==> src/rtl/fb_pkg.sv <==
// Frame-buffer types and sizes shared by the UART-side writer and the pixel-clock readers.
package fb_pkg;

    localparam int unsigned FB_ADDR_W = 18;
    localparam int unsigned FB_PIXELS = 76800;
    localparam int unsigned FB_DATA_W = 24;

    typedef struct packed {
        logic [7:0] r;
        logic [7:0] g;
        logic [7:0] b;
    } rgb_t;

    typedef enum logic [1:0] {
        WAIT_R = 2'd0,
        WAIT_G = 2'd1,
        WAIT_B = 2'd2
    } load_state_t;

endpackage

==> src/rtl/image_loader_if.sv <==
// Byte stream in, BRAM port-A write bus and status out for the image loader.
interface image_loader_if import fb_pkg::*; #(
    parameter int unsigned ADDR_W = FB_ADDR_W
);
    logic                 rx_ready;
    logic [7:0]           rx_data;
    logic                 frame_restart;
    logic                 bram_we;
    logic [ADDR_W-1:0]    bram_addr;
    logic [FB_DATA_W-1:0] bram_din;
    logic                 frame_done;
    logic                 busy;
    logic                 resync_err;

    modport master (
        output rx_ready, rx_data, frame_restart,
        input  bram_we, bram_addr, bram_din, frame_done, busy, resync_err
    );

    modport slave (
        input  rx_ready, rx_data, frame_restart,
        output bram_we, bram_addr, bram_din, frame_done, busy, resync_err
    );
endinterface

==> src/rtl/byte_timeout.sv <==
// Idle counter: runs while enabled, clears on i_clr, flags the edge on which it reaches the limit.
module byte_timeout #(
    parameter int unsigned TIMEOUT_CYCLES = 1000000
) (
    input  logic clk,
    input  logic rst_n,
    input  logic i_clr,
    input  logic i_en,
    output logic o_expire_c
);
    localparam int unsigned CNT_W = $clog2(TIMEOUT_CYCLES + 1);

    logic [CNT_W-1:0] r_cnt;

    // Saturating count; held at zero whenever disabled.
    always_ff @(posedge clk) begin
        if (!rst_n || i_clr || !i_en) begin
            r_cnt <= '0;
        end else if (r_cnt != CNT_W'(TIMEOUT_CYCLES)) begin
            r_cnt <= r_cnt + CNT_W'(1);
        end
    end

    assign o_expire_c = i_en && !i_clr && (r_cnt == CNT_W'(TIMEOUT_CYCLES - 1));
endmodule

==> src/rtl/image_loader.sv <==
// Assembles R,G,B UART bytes into 24-bit pixels and writes them to sequential BRAM addresses.
module image_loader import fb_pkg::*; #(
    parameter int unsigned ADDR_W         = FB_ADDR_W,
    parameter int unsigned PIXELS         = FB_PIXELS,
    parameter int unsigned TIMEOUT_CYCLES = 1000000
) (
    input  logic           CLK100MHZ,
    input  logic           CPU_RESETN,
    image_loader_if.slave  bus
);
    localparam logic [ADDR_W-1:0] LAST_IDX = ADDR_W'(PIXELS - 1);

    load_state_t       r_state;
    load_state_t       w_state_nxt;
    logic              w_latch_r;
    logic              w_latch_g;
    logic              w_write;
    logic              w_resync;
    logic              w_expire;
    logic              w_busy;

    logic [7:0]        r_r;
    logic [7:0]        r_g;
    logic [ADDR_W-1:0] r_idx;
    logic              r_we;
    logic [ADDR_W-1:0] r_addr;
    rgb_t              r_din;
    logic              r_done;
    logic              r_resync;

    assign w_busy = (r_state != WAIT_R);

    byte_timeout #(
        .TIMEOUT_CYCLES(TIMEOUT_CYCLES)
    ) u_timeout (
        .clk        (CLK100MHZ),
        .rst_n      (CPU_RESETN),
        .i_clr      (bus.rx_ready || bus.frame_restart),
        .i_en       (w_busy),
        .o_expire_c (w_expire)
    );

    always_ff @(posedge CLK100MHZ) begin
        if (!CPU_RESETN) r_state <= WAIT_R;
        else             r_state <= w_state_nxt;
    end

    // Precedence: frame_restart, then byte arrival, then timeout.
    always_comb begin
        w_state_nxt = r_state;
        w_latch_r   = 1'b0;
        w_latch_g   = 1'b0;
        w_write     = 1'b0;
        w_resync    = 1'b0;
        if (bus.frame_restart) begin
            w_state_nxt = WAIT_R;
        end else if (bus.rx_ready) begin
            unique case (r_state)
                WAIT_R: begin w_latch_r = 1'b1; w_state_nxt = WAIT_G; end
                WAIT_G: begin w_latch_g = 1'b1; w_state_nxt = WAIT_B; end
                WAIT_B: begin w_write   = 1'b1; w_state_nxt = WAIT_R; end
                default:        w_state_nxt = WAIT_R;
            endcase
        end else if (w_expire) begin
            w_state_nxt = WAIT_R;
            w_resync    = 1'b1;
        end
    end

    // Colour latches, pixel index and the registered write port.
    always_ff @(posedge CLK100MHZ) begin
        if (!CPU_RESETN) begin
            r_r      <= '0;
            r_g      <= '0;
            r_idx    <= '0;
            r_we     <= 1'b0;
            r_addr   <= '0;
            r_din    <= '0;
            r_done   <= 1'b0;
            r_resync <= 1'b0;
        end else begin
            r_we     <= w_write;
            r_done   <= w_write && (r_idx == LAST_IDX);
            r_resync <= w_resync;
            if (w_latch_r) r_r <= bus.rx_data;
            if (w_latch_g) r_g <= bus.rx_data;
            if (bus.frame_restart) begin
                r_idx <= '0;
            end else if (w_write) begin
                r_addr <= r_idx;
                r_din  <= '{r: r_r, g: r_g, b: bus.rx_data};
                r_idx  <= (r_idx == LAST_IDX) ? '0 : r_idx + ADDR_W'(1);
            end
        end
    end

    assign bus.bram_we    = r_we;
    assign bus.bram_addr  = r_addr;
    assign bus.bram_din   = r_din;
    assign bus.frame_done = r_done;
    assign bus.busy       = w_busy;
    assign bus.resync_err = r_resync;
endmodule

==> src/flat_wrapper.sv <==
// flat-port wrapper written by rule: the top's interface ports become plain ports
module image_loader_flat import fb_pkg::*;
#(
    parameter int unsigned ADDR_W         = FB_ADDR_W,
    parameter int unsigned PIXELS         = FB_PIXELS,
    parameter int unsigned TIMEOUT_CYCLES = 1000000
)
  (CLK100MHZ, CPU_RESETN, bus_rx_ready, bus_rx_data, bus_frame_restart, bus_bram_we, bus_bram_addr, bus_bram_din, bus_frame_done, bus_busy, bus_resync_err);
  image_loader_if #(.ADDR_W(ADDR_W)) bus_i ();
  input  logic CLK100MHZ;
  input  logic CPU_RESETN;
  input wire logic [$bits(bus_i.rx_ready)-1:0] bus_rx_ready;
  input wire logic [$bits(bus_i.rx_data)-1:0] bus_rx_data;
  input wire logic [$bits(bus_i.frame_restart)-1:0] bus_frame_restart;
  output wire logic [$bits(bus_i.bram_we)-1:0] bus_bram_we;
  output wire logic [$bits(bus_i.bram_addr)-1:0] bus_bram_addr;
  output wire logic [$bits(bus_i.bram_din)-1:0] bus_bram_din;
  output wire logic [$bits(bus_i.frame_done)-1:0] bus_frame_done;
  output wire logic [$bits(bus_i.busy)-1:0] bus_busy;
  output wire logic [$bits(bus_i.resync_err)-1:0] bus_resync_err;
  assign bus_i.rx_ready = bus_rx_ready;
  assign bus_i.rx_data = bus_rx_data;
  assign bus_i.frame_restart = bus_frame_restart;
  assign bus_bram_we = bus_i.bram_we;
  assign bus_bram_addr = bus_i.bram_addr;
  assign bus_bram_din = bus_i.bram_din;
  assign bus_frame_done = bus_i.frame_done;
  assign bus_busy = bus_i.busy;
  assign bus_resync_err = bus_i.resync_err;
  image_loader #(.ADDR_W(ADDR_W), .PIXELS(PIXELS), .TIMEOUT_CYCLES(TIMEOUT_CYCLES)) u_core (.CLK100MHZ(CLK100MHZ), .CPU_RESETN(CPU_RESETN), .bus(bus_i));
endmodule
==> config.mk <==
export PLATFORM = sky130hd
export DESIGN_NAME = image_loader_flat
export DESIGN_NICKNAME = d
export VERILOG_FILES = /design/src/rtl/fb_pkg.sv /design/src/rtl/image_loader_if.sv /design/src/rtl/byte_timeout.sv /design/src/rtl/image_loader.sv /design/src/flat_wrapper.sv
export SDC_FILE = /design/constraint.sdc
export NUM_CORES = 1
export LEC_CHECK = 0
export ABC_AREA = 1
export BUFFER_PORTS_ARGS = -buffer_cell sky130_fd_sc_hd__buf_2
export CORE_AREA = 5 5 94 96
export DETAILED_ROUTE_END_ITERATION = 12
export DIE_AREA = 0 0 99 101
export PLACE_DENSITY = 0.77
export SYNTH_ARGS = -nofsm -noshare
export SYNTH_HDL_FRONTEND = slang
export SYNTH_SLANG_ARGS = --single-unit
==> constraint.sdc <==
create_clock -name CLK100MHZ -period 1.8 [get_ports CLK100MHZ]
set_input_delay 0.18 -clock CLK100MHZ [delete_from_list [all_inputs] [get_ports CLK100MHZ]]
set_output_delay 0.18 -clock CLK100MHZ [all_outputs]
set_load 0.01 [all_outputs]
==> results by group <==
Clock network
  • Post-CTS Setup Bufs: 0
  • Root cell of the clock tree: clkbuf_8
  • Clk pin slew, worst setup/hold paths: 0.10 ns
  • Hold-fix buffers, CTS: 0
  • CTS tree: done
  • Total CTS buffers: 9
  • Resize count post-CTS: 0
  • Clock latency at the later pin of the worst-skew pair: between 0.3 and 0.4 ns
  • Max Buffers Root-to-Sink: 2
  • H-tree Lvls: 3
  • Clock sinks: 101

Die
  • Starting Density: 0.545
  • Die Wd: 99 um
  • DIE AREA: 10000 sq um
  • Die height: just over 100 um
  • Rows: 33
  • Ports: 58
  • Placeable Area: around 8000 sq um

Synthesis
  • Distinct cell type count after synthesis: 38
  • Per-instance average area after synthesis: 7.38 sq um
  • Register area share after synthesis: 0.465
  • Async S/R FF share, synth: 0
  • Post-synth EDFFs: 0
  • Syn Nets: 604
  • Post-Syn Area: 4350 sq um
  • Ys flop type: dfxtp_1
  • FF+latch count, synth: 101
  • Gate Count Post-Synth: ~590
  • Synthesis Warnings: 0

Route
  • Vias: 3886
  • DRT iter0 DRCs: 245
  • DRC viols: 0
  • Via density: 5.17
  • Wire per inst: 13.0 um
  • WL final: 9.81 mm
  • Post-route ant nets: 0
  • Detailed-router iteration count before antenna repair: 5

GRT
  • Total routing usage reported by global routing: 0.202
  • Number of global-route vias before repair: around 3.5k
  • First-pass GRT wire length: between 15 and 20 mm
  • Largest net degree at the start of global routing: 48
  • Remaining Overflow, GRT: 0
  • Initial antenna violation count: 0

Power
  • IR drop worst, VDD: 410 uV
  • Power Dens Cells: a little under 800 nW/um^2
  • Leak: 1.91 nW
  • Final Power: between 3 and 4 mW

Timing
  • Tcrit/Tclk final: 0.947
  • Slew @ Worst Pin: 0.461 ns
  • Final setup viols: 0
  • Slew Viols, Final: 0
  • Max Freq: between 500 and 600 MHz
  • Setup TNS: 0 ns
  • Unrepaired setup endpoints after global routing: yes
  • Clk_skew: ~0.013 ns
  • Min Tclk post-route: approximately 1.7 ns
  • Final Hold Viols: 0
  • Slew headroom: 0.692
  • Hold Slack: a little under 0.06 ns

Cells and area
  • Final Net Count: ~660
  • Diode count: 0
  • Layout area overhead: 11.2%
  • Share of cells above drive strength 1: 0.161
  • Area of the multi-input gates: 1910 sq um
  • Fillcell total: 739
  • Most common cell after layout, fill and taps aside: nor2_1
  • Commonest non-fill, non-tap cells in the layout: 125 x nor2_1, 101 x dfxtp_1, 90 x nand2_1, 59 x inv_1, 58 x o21ai_0
  • Sequential Area: just over 2000 sq um

Setup path
  • CP startpoint kind: register
  • R2R Setup Slk: roughly 0.095 ns
  • Crit Path Category: register to register
  • Critical path data required time: 2.06 ns
  • Critical Path AT: 1.96 ns
  • Setup crit end kind: register
  • Crit path max fanout: 7

Place
  • RD Place Congestion: 0.905
  • PortBufs: 57
  • Detailed Place HPWL: 7.21 mm

Run status
  • Status: completed

Worst hold path
  • Min-Delay Path Class: input port to register

Flow run
  • Max cap viols: 0
[report_power, final]
group	internal, mW	switching [mW]
registers	2.25	0.00844
clock network	0.562	0.814
logic	0.0419	0.0954
[cells in the mapped netlist, types with 3 or more instances]
| cell | count | area share |
|---|---|---|
| nand4_1 | 10 | 0.014 |
| buf_4 | 4 | 0.0069 |
| nor3_1 | 8 | 0.0092 |
| dfxtp_1 | 101 | 0.47 |
| nor2_4 | 3 | 0.0078 |
| a21oi_1 | 48 | 0.055 |
| ha_1 | 3 | 0.0086 |
| inv_1 | 59 | 0.051 |
| nor2_1 | 125 | 0.11 |
| nand2_1 | 90 | 0.078 |
| clkbuf_1 | 6 | 0.0052 |
| buf_6 | 6 | 0.016 |
| a211oi_2 | 3 | 0.0086 |
| inv_2 | 5 | 0.0043 |
| o21ai_1 | 5 | 0.0058 |
| o21ai_0 | 58 | 0.067 |
| nor2_2 | 4 | 0.0058 |
| xor2_1 | 5 | 0.010 |
| nand3_1 | 21 | 0.024 |
[final cells by class]
class	instances	share of cell area
tap	105	0.0272
multi-input combinational	402	0.395
sequential	101	0.419
clock buffer	10	0.0285
timing repair buffer	62	0.0668
clock inverter	6	0.0111
inverter	66	0.0523
[critical path: stages (launching register included)]
cell,delay [ns]
dfxtp_1,0.45
ha_1,0.21
nand2_1,0.07
inv_1,0.08
nand3_1,0.17
nor2_2,0.24
nand2_1,0.11
o21ai_0,0.20
a21oi_1,0.06
[final timing paths]
kind / from / endpoint / cells past startpoint
setup / recovery: u_core.u_timeout.r_cnt[0]$_SDFFE_PP0P_ / u_core.u_timeout.r_cnt[14]$_SDFFE_PP0P_ / 8
hold / removal: bus_rx_ready / u_core.bus.resync_err$_SDFF_PP0_ / 2
setup reg to reg: u_core.u_timeout.r_cnt[0]$_SDFFE_PP0P_ / u_core.u_timeout.r_cnt[14]$_SDFFE_PP0P_ / 8
hold reg to reg: u_core.r_r[2]$_SDFFE_PN0P_ / u_core.bus.bram_din[18]$_SDFFE_PN0P_ / 2
[flip-flops by register name (all words and copies together) (netlist names)]
signal and count:
u_core.bus.bram_addr 18, u_core.bus.bram_din 24, u_core.r_r 8, u_core.u_timeout.r_cnt 20, u_core.r_state 2, u_core.r_g 8
u_core.bus.resync_err 1, u_core.bus.bram_we 1, u_core.r_idx 18, u_core.bus.frame_done 1
[metal layers]
metal	track usage	share of wire	vias to the layer above
li1	-	-	1990
met1	0.278	0.45	1769
met2	0.313	0.47	114
met3	0.0318	0.065	13
met4	0.0903	0.014	0
met5	0	0	-
[logic make-up after synthesis]
family / synth area share
and+or+nand+nor: 0.274
buffers and inverters: 0.0950
xor gates and xnor gates: 0.0121
DFF: 0.465
adders and majority gates: 0.00864
AOI/OAI and AO/OA: 0.145
[per-stage QoR]
stage	area (sq um)	utilization	instances	setup WS, ns
global placement	4640	0.582	736	0.255
floorplan	4350	-	589	0.396
CTS	4830	0.606	752	0.0838
global route	4830	0.606	752	-0.0470
detailed placement	4640	0.582	736	0.112
finish	4830	0.606	752	0.0954
Power figures use the tool's default switching activity.
